--- src/rtl/branch_target_predictor_if.sv ---
// branch_target_predictor_if: fetch lookup, execute resolve and perf-counter signals of the BTB.
//   master: pipeline side (drives PCF and the Execute resolve fields, reads predictions/redirect/counters)
//   slave : predictor side
interface branch_target_predictor_if #(parameter int XLEN = 32);
  logic [XLEN-1:0] PCF;
  logic PredTakenF;
  logic [XLEN-1:0] PredTargetF;
  logic ResolveE;
  logic FlushE;
  logic [XLEN-1:0] PCE;
  logic IsJumpE;
  logic TakenE;
  logic [XLEN-1:0] TargetE;
  logic PredTakenE;
  logic [XLEN-1:0] PredTargetE;
  logic MispredictE;
  logic [XLEN-1:0] RedirectPCE;
  logic InvalidateAll;
  logic [31:0] BranchCount;
  logic [31:0] MispredictCount;
  modport master (
    output PCF, ResolveE, FlushE, PCE, IsJumpE, TakenE, TargetE, PredTakenE, PredTargetE, InvalidateAll,
    input PredTakenF, PredTargetF, MispredictE, RedirectPCE, BranchCount, MispredictCount
  );
  modport slave (
    input PCF, ResolveE, FlushE, PCE, IsJumpE, TakenE, TargetE, PredTakenE, PredTargetE, InvalidateAll,
    output PredTakenF, PredTargetF, MispredictE, RedirectPCE, BranchCount, MispredictCount
  );
endinterface

--- src/rtl/branch_target_predictor.sv ---
// branch_target_predictor: direct-mapped BTB with saturating direction counters beside the fetch PC.
//   clk, reset : clock and asynchronous active-high reset
//   bus.PCF -> PredTakenF/PredTargetF : combinational fetch lookup
//   bus.ResolveE/FlushE/PCE/IsJumpE/TakenE/TargetE/PredTakenE/PredTargetE : Execute resolve
//   bus.MispredictE/RedirectPCE : combinational redirect decision
//   bus.InvalidateAll : synchronous clear of all valid bits (fence.i)
//   bus.BranchCount/MispredictCount : wrapping performance counters
module branch_target_predictor #(
  parameter int XLEN = 32,
  parameter int ENTRIES = 16,
  parameter int CTR_BITS = 2
) (
  input logic clk,
  input logic reset,
  branch_target_predictor_if.slave bus
);
  localparam int IDX = $clog2(ENTRIES);
  localparam int TAGW = XLEN - IDX - 2;
  localparam logic [CTR_BITS-1:0] CTR_MAX = '1;
  localparam logic [CTR_BITS-1:0] WEAK_T = CTR_BITS'(1) << (CTR_BITS - 1);
  localparam logic [CTR_BITS-1:0] WEAK_NT = WEAK_T - CTR_BITS'(1);
  logic validQ [ENTRIES];
  logic [TAGW-1:0] tagQ [ENTRIES];
  logic [XLEN-1:0] targetQ [ENTRIES];
  logic jumpQ [ENTRIES];
  logic [CTR_BITS-1:0] ctrQ [ENTRIES];
  logic [31:0] branchCount;
  logic [31:0] mispredictCount;
  logic [IDX-1:0] idxF;
  logic [IDX-1:0] idxE;
  logic [TAGW-1:0] tagE;
  logic hitF;
  logic hitE;
  logic predTakenF;
  logic active;
  logic update;
  logic mispredict;
  logic [CTR_BITS-1:0] ctrNext;
  logic unusedPcBits;
  assign idxF = bus.PCF[IDX+1:2];
  assign idxE = bus.PCE[IDX+1:2];
  assign tagE = bus.PCE[XLEN-1:IDX+2];
  assign hitF = validQ[idxF] && tagQ[idxF] == bus.PCF[XLEN-1:IDX+2];
  assign hitE = validQ[idxE] && tagQ[idxE] == tagE;
  assign predTakenF = hitF && (jumpQ[idxF] || ctrQ[idxF][CTR_BITS-1]);
  assign bus.PredTakenF = predTakenF;
  assign bus.PredTargetF = predTakenF ? targetQ[idxF] : '0;
  assign active = bus.ResolveE && !bus.FlushE;
  // A not-taken miss leaves the entry alone; anything else writes the indexed slot.
  assign update = active && !bus.InvalidateAll && (hitE || bus.TakenE);
  // Fresh allocations start weakly taken; hits move one step and saturate.
  assign ctrNext = !hitE ? WEAK_T
                 : bus.TakenE ? (ctrQ[idxE] == CTR_MAX ? CTR_MAX : ctrQ[idxE] + CTR_BITS'(1))
                 : (ctrQ[idxE] == '0 ? '0 : ctrQ[idxE] - CTR_BITS'(1));
  assign mispredict = active && ((bus.TakenE != bus.PredTakenE) || (bus.TakenE && bus.TargetE != bus.PredTargetE));
  assign bus.MispredictE = mispredict;
  assign bus.RedirectPCE = bus.TakenE ? bus.TargetE : bus.PCE + XLEN'(4);
  assign bus.BranchCount = branchCount;
  assign bus.MispredictCount = mispredictCount;
  assign unusedPcBits = ^{bus.PCF[1:0], bus.PCE[1:0]};
  always_ff @(posedge clk or posedge reset) begin
    if (reset) begin
      for (int i = 0; i < ENTRIES; i++) begin
        validQ[i] <= 1'b0;
        tagQ[i] <= '0;
        targetQ[i] <= '0;
        jumpQ[i] <= 1'b0;
        ctrQ[i] <= WEAK_NT;
      end
      branchCount <= '0;
      mispredictCount <= '0;
    end else begin
      if (bus.InvalidateAll) begin
        for (int i = 0; i < ENTRIES; i++) validQ[i] <= 1'b0;
      end else if (update) begin
        validQ[idxE] <= 1'b1;
        tagQ[idxE] <= tagE;
        ctrQ[idxE] <= ctrNext;
        if (bus.TakenE) begin
          targetQ[idxE] <= bus.TargetE;
          jumpQ[idxE] <= bus.IsJumpE;
        end
      end
      if (active) branchCount <= branchCount + 32'd1;
      if (mispredict) mispredictCount <= mispredictCount + 32'd1;
    end
  end
endmodule

--- src/flat_wrapper.sv ---
// flat-port wrapper written by rule: the top's interface ports become plain ports
module branch_target_predictor_flat 
#(
  parameter int XLEN = 32,
  parameter int ENTRIES = 16,
  parameter int CTR_BITS = 2
)
  (clk, reset, bus_PCF, bus_ResolveE, bus_FlushE, bus_PCE, bus_IsJumpE, bus_TakenE, bus_TargetE, bus_PredTakenE, bus_PredTargetE, bus_InvalidateAll, bus_PredTakenF, bus_PredTargetF, bus_MispredictE, bus_RedirectPCE, bus_BranchCount, bus_MispredictCount);
  branch_target_predictor_if #(.XLEN(XLEN)) bus_i ();
  input logic clk;
  input logic reset;
  input wire logic [$bits(bus_i.PCF)-1:0] bus_PCF;
  input wire logic [$bits(bus_i.ResolveE)-1:0] bus_ResolveE;
  input wire logic [$bits(bus_i.FlushE)-1:0] bus_FlushE;
  input wire logic [$bits(bus_i.PCE)-1:0] bus_PCE;
  input wire logic [$bits(bus_i.IsJumpE)-1:0] bus_IsJumpE;
  input wire logic [$bits(bus_i.TakenE)-1:0] bus_TakenE;
  input wire logic [$bits(bus_i.TargetE)-1:0] bus_TargetE;
  input wire logic [$bits(bus_i.PredTakenE)-1:0] bus_PredTakenE;
  input wire logic [$bits(bus_i.PredTargetE)-1:0] bus_PredTargetE;
  input wire logic [$bits(bus_i.InvalidateAll)-1:0] bus_InvalidateAll;
  output wire logic [$bits(bus_i.PredTakenF)-1:0] bus_PredTakenF;
  output wire logic [$bits(bus_i.PredTargetF)-1:0] bus_PredTargetF;
  output wire logic [$bits(bus_i.MispredictE)-1:0] bus_MispredictE;
  output wire logic [$bits(bus_i.RedirectPCE)-1:0] bus_RedirectPCE;
  output wire logic [$bits(bus_i.BranchCount)-1:0] bus_BranchCount;
  output wire logic [$bits(bus_i.MispredictCount)-1:0] bus_MispredictCount;
  assign bus_i.PCF = bus_PCF;
  assign bus_i.ResolveE = bus_ResolveE;
  assign bus_i.FlushE = bus_FlushE;
  assign bus_i.PCE = bus_PCE;
  assign bus_i.IsJumpE = bus_IsJumpE;
  assign bus_i.TakenE = bus_TakenE;
  assign bus_i.TargetE = bus_TargetE;
  assign bus_i.PredTakenE = bus_PredTakenE;
  assign bus_i.PredTargetE = bus_PredTargetE;
  assign bus_i.InvalidateAll = bus_InvalidateAll;
  assign bus_PredTakenF = bus_i.PredTakenF;
  assign bus_PredTargetF = bus_i.PredTargetF;
  assign bus_MispredictE = bus_i.MispredictE;
  assign bus_RedirectPCE = bus_i.RedirectPCE;
  assign bus_BranchCount = bus_i.BranchCount;
  assign bus_MispredictCount = bus_i.MispredictCount;
  branch_target_predictor #(.XLEN(XLEN), .ENTRIES(ENTRIES), .CTR_BITS(CTR_BITS)) u_core (.clk(clk), .reset(reset), .bus(bus_i));
endmodule
--- config.mk ---
export PLATFORM = sky130hd
export DESIGN_NAME = branch_target_predictor_flat
export DESIGN_NICKNAME = d
export VERILOG_FILES = /design/src/rtl/branch_target_predictor_if.sv /design/src/rtl/branch_target_predictor.sv /design/src/flat_wrapper.sv
export SDC_FILE = /design/constraint.sdc
export NUM_CORES = 2
export LEC_CHECK = 0
export ABC_AREA = 0
export CELL_PAD_IN_SITES_DETAIL_PLACEMENT = 0
export CELL_PAD_IN_SITES_GLOBAL_PLACEMENT = 1
export CORE_UTILIZATION = 40
export CTS_CLUSTER_DIAMETER = 40
export DETAILED_ROUTE_END_ITERATION = 8
export PLACE_DENSITY_LB_ADDON = 0.1
export SETUP_SLACK_MARGIN = 0.2
export SYNTH_ARGS = -nofsm -noshare
export SYNTH_HDL_FRONTEND = slang
export SYNTH_SLANG_ARGS = --single-unit
--- constraint.sdc ---
create_clock -name clk -period 48.1 [get_ports clk]
set_input_delay 7.215 -clock clk [delete_from_list [all_inputs] [get_ports clk]]
set_output_delay 7.215 -clock clk [all_outputs]
set_load 0.1 [all_outputs]
==> summary.txt <==
Worst setup path
  • R2r endpoint: u_core.tagQ[59]
  • Max FO, Critical Path: 69
  • Critical Path RT: 40880 ps
  • CP max stage delay: roughly 1200 ps
  • Worst setup path startpoint: bus_PCF[2]
  • Worst reg2reg setup slack: roughly 43000 ps
  • Critical Path End Type: output port
  • Startpoint Class: input pin
  • Critical path class: input pin to output port
  • Setup crit end: bus_PredTargetF[24]
  • CP arrival: between 10000 and 15000 ps
  • CP cell instances: buf_8 > buf_4 > mux4_2 > mux4_2 > xnor2_1 > nand4_1 > nor4_1 > nand4_1 > buf_4 > nor2b_1 > clkdlybuf4s50_1
  • Slowest-stage cell, CP: clkdlybuf4s50_1
  • R2R Path Start: u_core.tagQ[181]
  • Cells on worst reg2reg path: 11

Clocking
  • Longest Clk Path Bufs: 3
  • Setup bufs post-CTS: 0
  • Post_cts resized: 0
  • TritonCTS buffer count: roughly 170
  • Depth of the CTS H-tree: 4
  • Post-CTS Hold Buffers: 0
  • CTS tree: done
  • Clock transition at path regs: roughly 50 ps
  • CTS Sinks: 1056
  • Skew-Pair Late Insertion Delay: roughly 790 ps
  • CTS Root Cell: clkbuf_16

Yosys
  • Area contributors post-synth: dfrtp_1, mux4_2, mux2_2
  • Sequential fraction of the synthesis area: between 40% and 50%
  • Main synth FF type: dfrtp_1
  • Yosys warns: 0
  • Top cell type's share of synthesized area: between 40% and 50%
  • Post-Synthesis Cells: between 3000 and 4000
  • Area leader, netlist: dfrtp_1
  • Syn nets: about 4000
  • Post-synth top cells: dfrtp_1, mux2_2, mux4_2
  • Post-synth ARST share: 100%
  • Most frequent cell after synthesis: dfrtp_1
  • Post-synthesis cell area: about 53000 sq um
  • Mean Syn Cell Area: 14.1 sq um
  • Netlist cell types: between 60 and 70
  • Post-synth EDFFs: 0
  • Synth Register Bits: roughly 1100

Global route
  • Vias in the first global route: 36400
  • Largest net degree at the start of global routing: between 150 and 200
  • Global-route wire length before repair: 264000 um
  • Gr usage total: around 27%
  • Antenna violations before repair: 7
  • Grt total ovfl: 0

STA
  • Max-slew violations: 0
  • Worst-Margin Slew: about 1200 ps
  • Setup TNS: 0 ps
  • Setup Skew: between 30 and 40 ps
  • Fmax: 49.3 MHz
  • Final setup fails: 0
  • Fin. Hold Viols: 0
  • Worst slew margin: between 20% and 30%
  • Hold slack: roughly 470 ps
  • Fin crit period: slightly above 20000 ps
  • Final period util: 42.1%
  • Unrepaired setup endpoints after global routing: no

Pwr
  • Leakage: 27.9 nW
  • Peak supply drop: 0.0341 mV
  • PD cells: 42.1 nW/um^2

Placement
  • Dpl cells: ~5500
  • IO buf count: about 260
  • DP Wirelength: 105000 um
  • GPL Wtd Cong: around 0.8

Min path
  • Hold Path Depth: 2
  • Worst hold path type: flip-flop to flip-flop

Run status
  • Status: finished clean

Die
  • Die extent in x: 366 um
  • Rows: 133
  • I/O Pins: approximately 270
  • Die ar.: about 130000 sq um
  • Die height: 366 um
  • Core area: between 100000 and 150000 sq um
  • Initial core utilization: between 40% and 50%

Route
  • DRC violations left: 0
  • DR iter-0 viols: approximately 2500
  • DR vias: 34600
  • Router iterations before antenna repair: 5
  • Routed WL: 178000 um
  • Vias per cell: between 5 and 6
  • Wire per inst: a little over 30 um
  • DRT antenna net count: 0

Finish
  • Post-route insts no fill: between 5000 and 6000
  • FILL cells: 11600
  • Area growth syn-to-layout: 19.7%
  • Share of cells above drive strength 1: a little under two fifths
  • Total Nets Final: slightly above 4000

Job
  • Maxcap violations: 0
[cell families after synthesis]
| group | Yosys count | synth area share (%) |
|---|---|---|
| AOI/OAI and AO/OA | 449 | 6.70 |
| xor gates and xnor gates | 172 | 2.84 |
| adders and majority gates | 8 | 0.179 |
| buffers and inverters | 425 | 3.45 |
| DFF | 1056 | 49.8 |
| muxes | 1188 | 32.6 |
| and+or+nand+nor | 474 | 4.39 |
[sequential cells by signal (all words and copies together) (netlist names)]
signal and cells:
u_core.bus.MispredictCount 32, u_core.jumpQ 16, u_core.bus.BranchCount 32, u_core.tagQ 416, u_core.ctrQ 32, u_core.targetQ 512, u_core.validQ 16
[through the flow]
step                      utilization, %  cell area (sq um)  setup slack, ps  total power, mW
after floorplan                        -              53100            11190             1.25
after global placement              43.5              57300            27830             1.35
after detailed placement            43.5              57300            27700             1.35
after CTS                           48.3              63500            27680             2.70
after global routing                48.3              63500            27490             2.77
final                               48.3              63500            27830             2.68
[worst max-delay path: cells and delay by family]
family	cells	cell delay, ps
XOR/XNOR	1	180
buffers and inverters	4	3000
multiplexers	2	1140
AND/OR/NAND/NOR	4	1340
[layer usage]
| metal | track usage, % | up-vias | part of all wire [%] |
|---|---|---|---|
| li1 | - | 14600 | - |
| met5 | 0 | - | 0.019 |
| met1 | 37.9 | 18800 | 45 |
| met3 | 4.23 | 261 | 4.6 |
| met4 | 7.68 | 6 | 2.5 |
| met2 | 42.7 | 957 | 48 |
[cell usage in the layout (no fill, tap or decap), drive strengths merged, types with 14 or more instances in the layout]
cell type      instances
a22oi                 23
o21ai                 52
nand4                 23
nand2                201
xor2                  66
inv                   66
bufinv                30
mux2                 734
a21oi                 29
and3                  22
dfrtp               1040
dfstp                 16
mux2i                 93
xnor2                106
buf                   91
mux4                 361
clkbuf               220
o22ai                 19
nor4                  14
clkinv                33
nand3                 70
clkdlybuf4s50        255
nor2b                 49
nor3                  16
nor2                  34
o2bb2ai              245
clkinvlp              23
[worst min path at each step]
stage	slack, ps	end	from
3_3_place_gp	450	u_core.ctrQ[6]	u_core.ctrQ[6]
5_1_grt	480	u_core.ctrQ[4]	u_core.ctrQ[4]
3_5_place_dp	460	u_core.ctrQ[24]	u_core.ctrQ[24]
4_1_cts	460	u_core.ctrQ[24]	u_core.ctrQ[24]
6_report	470	u_core.ctrQ[6]	u_core.ctrQ[6]
2_1_floorplan	440	u_core.ctrQ[24]	u_core.ctrQ[24]
[cell type report]
type                            instances  area, sq um  area share (%)
Multi-Input combinational cell       2291        25100            39.6
Antenna cell                            3         7.51          0.0118
Tap cell                             1755         2200            3.46
Timing Repair Buffer                  347         3290            5.18
Sequential cell                      1056        26400            41.6
Clock buffer                          219         4820            7.59
Inverter                               49          191           0.301
Clock inverter                        103         1450            2.28
[power breakdown]
group,switching (mW),internal (mW)
Combinational,0.183,0.145
Clock,0.465,0.873
Sequential,0.0480,0.961
Total,0.696,1.98
(Power assumes the default switching activity.)
